## src/rtl/adma_descriptor_fetch_pkg.sv

```systemverilog
// Shared definitions for the ADMA2 descriptor fetcher: states, ACT codes,
// descriptor bit layout and pointer stride.
package adma_descriptor_fetch_pkg;

    localparam int unsigned DESC_BYTES = 8;

    localparam int unsigned BIT_VALID = 0;
    localparam int unsigned BIT_END   = 1;
    localparam int unsigned BIT_INT   = 2;
    localparam int unsigned ACT_LSB   = 4;
    localparam int unsigned LEN_LSB   = 16;
    localparam int unsigned ADDR_LSB  = 32;

    typedef enum logic [1:0] {
        ACT_NOP  = 2'b00,
        ACT_RSV  = 2'b01,
        ACT_TRAN = 2'b10,
        ACT_LINK = 2'b11
    } act_t;

    typedef enum logic [2:0] {
        ST_IDLE,
        ST_RD_LO,
        ST_RD_HI,
        ST_PRESENT,
        ST_ERROR
    } fetch_state_t;

    // A zero length field means the maximum transfer of 64 KiB.
    function automatic logic [16:0] decode_length(input logic [15:0] field);
        return (field == 16'h0000) ? 17'h10000 : {1'b0, field};
    endfunction

endpackage

```

## src/rtl/adma_descriptor_fetch_if.sv

```systemverilog
// Memory read port plus decoded-descriptor handshake of the descriptor fetcher.
interface adma_descriptor_fetch_if #(
    parameter int unsigned ADDR_W = 64
);
    logic              mem_req;
    logic [ADDR_W-1:0] mem_addr;
    logic              mem_ack;
    logic [31:0]       mem_rdata;
    logic              mem_err;

    logic              desc_valid;
    logic              desc_ack;
    logic [31:0]       desc_address;
    logic [16:0]       desc_length;
    logic              desc_end;
    logic              desc_int;
    logic [1:0]        desc_act;

    modport master (
        output mem_req, mem_addr, desc_valid, desc_address, desc_length,
               desc_end, desc_int, desc_act,
        input  mem_ack, mem_rdata, mem_err, desc_ack
    );

    modport slave (
        input  mem_req, mem_addr, desc_valid, desc_address, desc_length,
               desc_end, desc_int, desc_act,
        output mem_ack, mem_rdata, mem_err, desc_ack
    );
endinterface

```

## src/rtl/adma_desc_decode.sv

```systemverilog
// Combinational split of a 64-bit ADMA2 descriptor into its fields,
// flagging invalid or reserved-action descriptors.
module adma_desc_decode
    import adma_descriptor_fetch_pkg::*;
(
    input  logic [63:0] word,
    output logic [31:0] address,
    output logic [16:0] length,
    output logic        end_flag,
    output logic        int_flag,
    output act_t        act,
    output logic        err
);
    logic unused_bits;

    assign address     = word[ADDR_LSB +: 32];
    assign length      = decode_length(word[LEN_LSB +: 16]);
    assign end_flag    = word[BIT_END];
    assign int_flag    = word[BIT_INT];
    assign act         = act_t'(word[ACT_LSB +: 2]);
    assign err         = !word[BIT_VALID] || (act == ACT_RSV);
    assign unused_bits = ^{word[15:6], word[3]};
endmodule

```

## src/rtl/adma_descriptor_fetch.sv

```systemverilog
// ADMA2 descriptor fetcher: owns the descriptor pointer, reads each 64-bit
// descriptor as two 32-bit beats and presents the decoded fields.
module adma_descriptor_fetch #(
    parameter int unsigned ADDR_W     = 64,
    parameter int unsigned DESC_BYTES = adma_descriptor_fetch_pkg::DESC_BYTES
) (
    input  logic                     CLK,
    input  logic                     RESET,
    input  logic                     STOP,
    input  logic                     command_reg_write,
    input  logic [ADDR_W-1:0]        starting_address,
    input  logic                     fetch_req,
    adma_descriptor_fetch_if.master  bus,
    output logic                     fetch_error,
    output logic                     busy,
    output logic [ADDR_W-1:0]        desc_pointer
);
    import adma_descriptor_fetch_pkg::*;

    fetch_state_t state;
    logic [31:0]  lo_word;
    logic [31:0]  dec_address;
    logic [16:0]  dec_length;
    logic         dec_end;
    logic         dec_int;
    act_t         dec_act;
    logic         dec_err;
    logic         beat_ack;
    logic         load_ptr;

    adma_desc_decode u_decode (
        .word     ({bus.mem_rdata, lo_word}),
        .address  (dec_address),
        .length   (dec_length),
        .end_flag (dec_end),
        .int_flag (dec_int),
        .act      (dec_act),
        .err      (dec_err)
    );

    // An ack only counts while our request is actually on the bus, so a late
    // ack after STOP or during the inter-beat gap is ignored.
    assign beat_ack = bus.mem_req && bus.mem_ack;
    assign load_ptr = command_reg_write &&
                      (STOP || state == ST_IDLE || state == ST_ERROR);

    always_ff @(posedge CLK or negedge RESET) begin
        if (!RESET) begin
            state            <= ST_IDLE;
            lo_word          <= '0;
            desc_pointer     <= '0;
            fetch_error      <= 1'b0;
            busy             <= 1'b0;
            bus.mem_req      <= 1'b0;
            bus.mem_addr     <= '0;
            bus.desc_valid   <= 1'b0;
            bus.desc_address <= '0;
            bus.desc_length  <= '0;
            bus.desc_end     <= 1'b0;
            bus.desc_int     <= 1'b0;
            bus.desc_act     <= '0;
        end else begin
            if (load_ptr) begin
                desc_pointer <= starting_address;
                fetch_error  <= 1'b0;
            end
            if (STOP) begin
                state          <= ST_IDLE;
                bus.mem_req    <= 1'b0;
                bus.desc_valid <= 1'b0;
                busy           <= 1'b0;
            end else begin
                case (state)
                    ST_IDLE: begin
                        if (!command_reg_write && fetch_req && !fetch_error) begin
                            if (desc_pointer[2:0] != 3'b000) begin
                                state       <= ST_ERROR;
                                fetch_error <= 1'b1;
                            end else begin
                                state        <= ST_RD_LO;
                                bus.mem_req  <= 1'b1;
                                bus.mem_addr <= desc_pointer;
                                busy         <= 1'b1;
                            end
                        end
                    end
                    ST_RD_LO: begin
                        if (beat_ack) begin
                            bus.mem_req <= 1'b0;
                            if (bus.mem_err) begin
                                state       <= ST_ERROR;
                                fetch_error <= 1'b1;
                                busy        <= 1'b0;
                            end else begin
                                lo_word <= bus.mem_rdata;
                                state   <= ST_RD_HI;
                            end
                        end
                    end
                    ST_RD_HI: begin
                        // First cycle here is the mandatory gap between beats.
                        if (!bus.mem_req) begin
                            bus.mem_req  <= 1'b1;
                            bus.mem_addr <= desc_pointer + ADDR_W'(4);
                        end else if (bus.mem_ack) begin
                            bus.mem_req <= 1'b0;
                            if (bus.mem_err || dec_err) begin
                                state       <= ST_ERROR;
                                fetch_error <= 1'b1;
                                busy        <= 1'b0;
                            end else begin
                                state            <= ST_PRESENT;
                                bus.desc_valid   <= 1'b1;
                                bus.desc_address <= dec_address;
                                bus.desc_length  <= dec_length;
                                bus.desc_end     <= dec_end;
                                bus.desc_int     <= dec_int;
                                bus.desc_act     <= dec_act;
                            end
                        end
                    end
                    ST_PRESENT: begin
                        if (bus.desc_ack) begin
                            state          <= ST_IDLE;
                            bus.desc_valid <= 1'b0;
                            busy           <= 1'b0;
                            if (bus.desc_act == ACT_LINK)
                                desc_pointer <= ADDR_W'(bus.desc_address);
                            else
                                desc_pointer <= desc_pointer + ADDR_W'(DESC_BYTES);
                        end
                    end
                    ST_ERROR: begin
                        if (command_reg_write)
                            state <= ST_IDLE;
                    end
                    default: state <= ST_IDLE;
                endcase
            end
        end
    end
endmodule
```

## src/flat_wrapper.sv

```systemverilog
// flat-port wrapper written by rule: the top's interface ports become plain ports
module adma_descriptor_fetch_flat import adma_descriptor_fetch_pkg::*;
#(
    parameter int unsigned ADDR_W     = 64,
    parameter int unsigned DESC_BYTES = adma_descriptor_fetch_pkg::DESC_BYTES
)
  (CLK, RESET, STOP, command_reg_write, starting_address, fetch_req, fetch_error, busy, desc_pointer, bus_mem_req, bus_mem_addr, bus_desc_valid, bus_desc_address, bus_desc_length, bus_desc_end, bus_desc_int, bus_desc_act, bus_mem_ack, bus_mem_rdata, bus_mem_err, bus_desc_ack);
  adma_descriptor_fetch_if #(.ADDR_W(ADDR_W)) bus_i ();
  input  logic CLK;
  input  logic RESET;
  input  logic STOP;
  input  logic command_reg_write;
  input  logic [ADDR_W-1:0] starting_address;
  input  logic fetch_req;
  output logic fetch_error;
  output logic busy;
  output logic [ADDR_W-1:0] desc_pointer;
  output wire logic [$bits(bus_i.mem_req)-1:0] bus_mem_req;
  output wire logic [$bits(bus_i.mem_addr)-1:0] bus_mem_addr;
  output wire logic [$bits(bus_i.desc_valid)-1:0] bus_desc_valid;
  output wire logic [$bits(bus_i.desc_address)-1:0] bus_desc_address;
  output wire logic [$bits(bus_i.desc_length)-1:0] bus_desc_length;
  output wire logic [$bits(bus_i.desc_end)-1:0] bus_desc_end;
  output wire logic [$bits(bus_i.desc_int)-1:0] bus_desc_int;
  output wire logic [$bits(bus_i.desc_act)-1:0] bus_desc_act;
  input wire logic [$bits(bus_i.mem_ack)-1:0] bus_mem_ack;
  input wire logic [$bits(bus_i.mem_rdata)-1:0] bus_mem_rdata;
  input wire logic [$bits(bus_i.mem_err)-1:0] bus_mem_err;
  input wire logic [$bits(bus_i.desc_ack)-1:0] bus_desc_ack;
  assign bus_mem_req = bus_i.mem_req;
  assign bus_mem_addr = bus_i.mem_addr;
  assign bus_desc_valid = bus_i.desc_valid;
  assign bus_desc_address = bus_i.desc_address;
  assign bus_desc_length = bus_i.desc_length;
  assign bus_desc_end = bus_i.desc_end;
  assign bus_desc_int = bus_i.desc_int;
  assign bus_desc_act = bus_i.desc_act;
  assign bus_i.mem_ack = bus_mem_ack;
  assign bus_i.mem_rdata = bus_mem_rdata;
  assign bus_i.mem_err = bus_mem_err;
  assign bus_i.desc_ack = bus_desc_ack;
  adma_descriptor_fetch #(.ADDR_W(ADDR_W), .DESC_BYTES(DESC_BYTES)) u_core (.CLK(CLK), .RESET(RESET), .STOP(STOP), .command_reg_write(command_reg_write), .starting_address(starting_address), .fetch_req(fetch_req), .bus(bus_i), .fetch_error(fetch_error), .busy(busy), .desc_pointer(desc_pointer));
endmodule
```

## config.mk

```make
export PLATFORM = sky130hd
export DESIGN_NAME = adma_descriptor_fetch_flat
export DESIGN_NICKNAME = d
export VERILOG_FILES = /design/src/rtl/adma_descriptor_fetch_pkg.sv /design/src/rtl/adma_descriptor_fetch_if.sv /design/src/rtl/adma_desc_decode.sv /design/src/rtl/adma_descriptor_fetch.sv /design/src/flat_wrapper.sv
export SDC_FILE = /design/constraint.sdc
export NUM_CORES = 1
export LEC_CHECK = 0
export ABC_AREA = 1
export CAP_MARGIN = 10
export CORE_MARGIN = 2
export CORE_UTILIZATION = 50
export DETAILED_ROUTE_END_ITERATION = 10
export PLACE_DENSITY_LB_ADDON = 0.05
export RECOVER_POWER = 25
export SYNTH_ARGS = -nofsm -noshare
export SYNTH_HDL_FRONTEND = slang
export SYNTH_HIERARCHICAL = 1
export SYNTH_SLANG_ARGS = --single-unit
```

## constraint.sdc

```tcl
create_clock -name CLK -period 2 [get_ports CLK]
set_input_delay 0.4 -clock CLK [delete_from_list [all_inputs] [get_ports CLK]]
set_output_delay 0.4 -clock CLK [all_outputs]
set_load 0.03 [all_outputs]
```

After elaboration in Yosys (flattened, before gate mapping). Index checks and enable logic that the tools add are counted.

$add $sub $neg: 2. Eq/ne operators: 19. Muxes and demuxes: 51. Bitwise operators: 3. Reductions and logical operators: 25.

Operators with widths (count): two-way mux 64 bit (8); one-hot mux 64 bit (2 select lines) (1); adder 64 x 3 -> 64 bit (second input constant) (1); adder 64 x 4 -> 64 bit (second input constant) (1); two-way mux 3 bit (10); two-way mux 1 bit (26); != test 3 bit (second input constant) (7); two-way mux 17 bit (1); zero test 16 bit (1); one-hot mux 3 bit (5 select lines) (1); AND reduction 5 bit (3); != test 3 x 2 -> 1 bit (second input constant) (3); AND reduction 9 bit (1); AND reduction 4 bit (2); equality test 3 x 2 -> 1 bit (second input constant) (2); != test 2 bit (second input constant) (3); one-hot mux 1 bit (3 select lines) (2); AND reduction 6 bit (1); nonzero test 3 bit (2); nonzero test 5 bit (1); logical AND 1 bit (4); logical OR 1 bit (4); one-hot mux 1 bit (4 select lines) (1); nonzero test 4 bit (1); 9 further kinds (13).

Flip-flop bits (word level): 220. Input port bits: 104. Output and inout bits: 185. Logic and storage cells: 113.

Depth between registers and ports, before layout.
Depth after elaboration: 10. Gate-level depth with buffers: 12. Depth with buffers taken out: 11.

Cells and area by module. Netlist, hierarchy kept.

By module, submodules not included: adma_descriptor_fetch (times used 1, cells an instance 1611, area each 12345.6 µm², sequential area each 5505.3 µm²); adma_desc_decode (times used 1, cells an instance 81, area each 442.9 µm², sequential area each 0.0 µm²).

Worst setup path after synthesis. No wires, ideal clock.

Kind: reg2reg. Start: register u_core.desc_pointer[4]. End: register u_core.desc_pointer[49]. Setup time: 0.121 ns. Arrival: 1.825 ns. Data required time: 1.879 ns. Slack: 0.054 ns. Stages on the path, launching flop included: 11. Buffers on the path: 0. Clock period less this slack: 1.946 ns. Cell sequence: dfrtp_1 -> ha_1 -> inv_1 -> nor2_1 -> nand2_1 -> nor2_1 -> nand2_1 -> nor2_1 -> nand3_1 -> nand3_1 -> nand2_1.

Cells in the longest elaborated chain, start to end: 5.

Ends and longest elaborated chain: start, declared (RTL line adma_descriptor_fetch.sv:16) `output logic [ADDR_W-1:0] desc_pointer`; start signal, assigned (RTL line adma_descriptor_fetch.sv:64) `desc_pointer <= starting_address;`; start signal, assigned (RTL line adma_descriptor_fetch.sv:128) `desc_pointer <= ADDR_W'(bus.desc_address);`; start signal, assigned (RTL line adma_descriptor_fetch.sv:130) `desc_pointer <= desc_pointer + ADDR_W'(DESC_BYTES);`; adder 64 x 4 -> 64 bit (RTL line adma_descriptor_fetch.sv:130); two-way mux 64 bit (RTL line adma_descriptor_fetch.sv:127) `if (bus.desc_act == ACT_LINK)`; two-way mux 64 bit (RTL line adma_descriptor_fetch.sv:123) `if (bus.desc_ack) begin`; two-way mux 64 bit (RTL line adma_descriptor_fetch.sv:73) `case (state)`; two-way mux 64 bit (RTL line adma_descriptor_fetch.sv:67) `if (STOP) begin`.

No other way between the ends. A chain may end at the register's enable or synchronous reset.

Final worst setup path.
Start: register u_core.desc_pointer[2]. End: register u_core.bus.mem_addr[5].

Cells in the longest elaborated chain, start to end: 3. Elaborated cells between the ends (all ways): 6. Classes of those cells: 1 x add/sub; 1 x eq/ne; 2 x mux; 2 x reduce/logical.

Ends and longest elaborated chain: adder 64 x 3 -> 64 bit or nonzero test 3 bit (tied branches) (RTL line adma_descriptor_fetch.sv:104, adma_descriptor_fetch.sv:76); two-way mux 64 bit or != test 2 bit (tied branches); one-hot mux 64 bit (2 select lines) or AND reduction 5 bit (tied branches); end signal, assigned (RTL line adma_descriptor_fetch.sv:82) `bus.mem_addr <= desc_pointer;`; end signal, assigned (RTL line adma_descriptor_fetch.sv:104) `bus.mem_addr <= desc_pointer + ADDR_W'(4);`; end, declared (RTL line adma_descriptor_fetch_if.sv:20) `output mem_req, mem_addr, desc_valid, desc_address, desc_length,`.

Several ways; a longest one is shown, not always the timed one. The select of a mux whose other input is x is not followed.

==> metrics <==
run status=finished, violations left; violated checks=setup timing; Peak supply drop=0.916 mV; Crit path max-delay family=compound AO/OA/AOI/OAI gates; share of total power in the clock network=0.258; chip width=161 µm; Iter 0 DRT Violations=1818; Max-Cap Viols=0; Synth Cell Area=12400 µm²; layout cells sized above 1=0.180; Antenna Nets Post-Route=0; Setup WS post-layout=-0.0103 ns; CTS tree=yes; input/output buffers=288; filler cell count=1839; Final TNS setup=-0.0103 ns; DRT Pass-1 Iters=5; RSZ-0062 raised after global routing=true; CP Data Required Time=2.36 ns; Die H=161 µm; Syn. warnings=6; vias in the first global route=13832; FF-to-FF End=u_core/bus.mem_addr[5]; Longest Clk Path Bufs=3; Cell Pwr Density=1070 nW/µm²; Hold Crit Start=starting_address[0]; DR vias=14228; Area Growth Syn to Fin=46.6%; syn nets=1776; Max Clock Freq=497 MHz; initial antenna violation count=1; leakage=9.35 nW; global-route wire length before repair=81.6 mm; measured slew at the worst slew-check pin=0.993 ns; number of cell rows=57; final WL=54.8 mm; Synth Area per Inst=7.42 µm²; RR Startpoint=u_core/desc_pointer[2]; Post-route DRC=0; post-layout util=0.747; H-tree levels=1; clock latency on the worst-skew pair=0.54 ns; CP bufs+invs=4; synthesized instance count=1670; final worst path period need=2.01 ns; Clock Skew=0.0266 ns; Flop pwr share=0.319; largest net degree at the start of global routing=63; CP arrival=2.37 ns; CORE AREA=24300 µm²; CP Launch Type=register; most common cell after layout, fill and taps aside=nand2_1; Final Max Tran Viols=0; Design Area, Final=18200 µm²; area of the multi-input gates=6170 µm²; critical path endpoint category=register; combinational fraction of design power=0.423; vias per inst=5.78; WL/cell=22.3 µm; GRT Util Overall=0.410; pre-CTS setup slack=-0.310 ns; WHS Endpoint=u_core/desc_pointer[0]; number of cells on the worst reg-to-reg path=8; Int Power=0.0116 W; Tightest Hold Check Type=input port to register; ordered cell list for the critical path=buf_4 > nand2_1 > inv_1 > buf_4 > nand2_1 > inv_1 > o21ai_0 > o21ai_0; GPL Wtd Cong=0.997; hpwl dp=41.7 mm; Largest stage delay, worst path=0.47 ns; clock sink count=209; total gr overflow=0; total die area=26100 µm²; clock root cell=clkbuf_16; reg-to-reg slack, setup=-0.01 ns; register area=5240 µm²; Hold Vio Cnt, Final=0; placed instance area=17100 µm²; Net count, final=2226; slowest cell on the critical path=o21ai_0; net switching fraction of the power=0.403; Psw=0.00783 W; slew margin rel.=0.338; most frequent cells in the layout=nand2_1 (431), buf_4 (217), dfrtp_1 (203); Starting Density=0.509; worst hold path depth=3; CTS buffer count=24; io pins=289; # diodes=0; clock-pin slew on the worst setup and hold paths=0.06 ns; final setup fails=1; critical path class=register to register; Final Cycle Share=1.01; crit-path max FO=3
==> area by class of cell <==
class / count / area share
multi-input cells: 1207 / 0.340
flip-flops and latches: 209 / 0.288
repair buffers: 530 / 0.269
clock buffers: 32 / 0.0376
inverters: 148 / 0.0308
well taps: 324 / 0.0223
clock inverters: 12 / 0.0117
==> layer usage <==
layer	track usage	routed length (µm)	vias up
met3	0.0619	5350	180
li1	-	-	6328
met4	0.162	2630	2
met2	0.669	25300	980
met1	0.550	21500	6738
met5	0	9	-
==> worst max-delay path by stage <==
stage,depth (start not counted),end,slack (ns),start
floorplan,10,u_core/desc_pointer[49],0.05,u_core/desc_pointer[4]
global placement,8,u_core/bus.mem_addr[21],-0.33,u_core/desc_pointer[10]
detailed placement,8,u_core/bus.mem_addr[21],-0.31,u_core/desc_pointer[10]
CTS,1,bus_desc_address[15],0.0004,u_core/bus.desc_address[15]
global route,12,u_core/desc_pointer[30],-0.03,u_core/desc_pointer[3]
finish,8,u_core/bus.mem_addr[5],-0.01,u_core/desc_pointer[2]
==> per-stage QoR <==
step	hold slack, ns	power [W]	cells
floorplan	0.104	0.0104	1670
global placement	0.333	0.0141	2411
detailed placement	0.336	0.0144	2411
CTS	0.357	0.0193	2458
global route	0.487	0.0202	2462
finish	0.477	0.0194	2462
==> registers in the layout, summed over array words and instances, names as in the netlist <==
name and count:
u_core/fetch_error 1, u_core/bus.desc_end 1, u_core/bus.desc_int 1, u_core/state 3, u_core/busy 1, u_core/bus.desc_address 32
u_core/bus.mem_addr 64, u_core/bus.desc_act 2, u_core/desc_pointer 64, u_core/bus.desc_valid 1, u_core/bus.desc_length 17, u_core/lo_word 21
u_core/bus.mem_req 1
==> timing repair <==
action,4_1_cts,5_1_grt
endpoints found under the setup margin,164,162
gates resized for setup,115,78
hold endpoints to repair,29,0
setup buffers,2,4
hold buffers,1,0
pin swaps,2,4
==> power groups by stage <==
stage	clock network [W]	registers, W	logic, W
global placement	0	0.00617	0.00795
finish	0.00501	0.00621	0.00822
detailed placement	0	0.00622	0.00818
CTS	0.00503	0.00618	0.00808
global route	0.00520	0.00630	0.00870
floorplan	0	0.00783	0.00259
==> tightest hold or removal path, delay by kind of cell <==
kind	cells	cell delay (ns)
buf+inv	1	0.41
simple gates	2	0.14
Note: power is estimated with default switching activity, not from simulation.
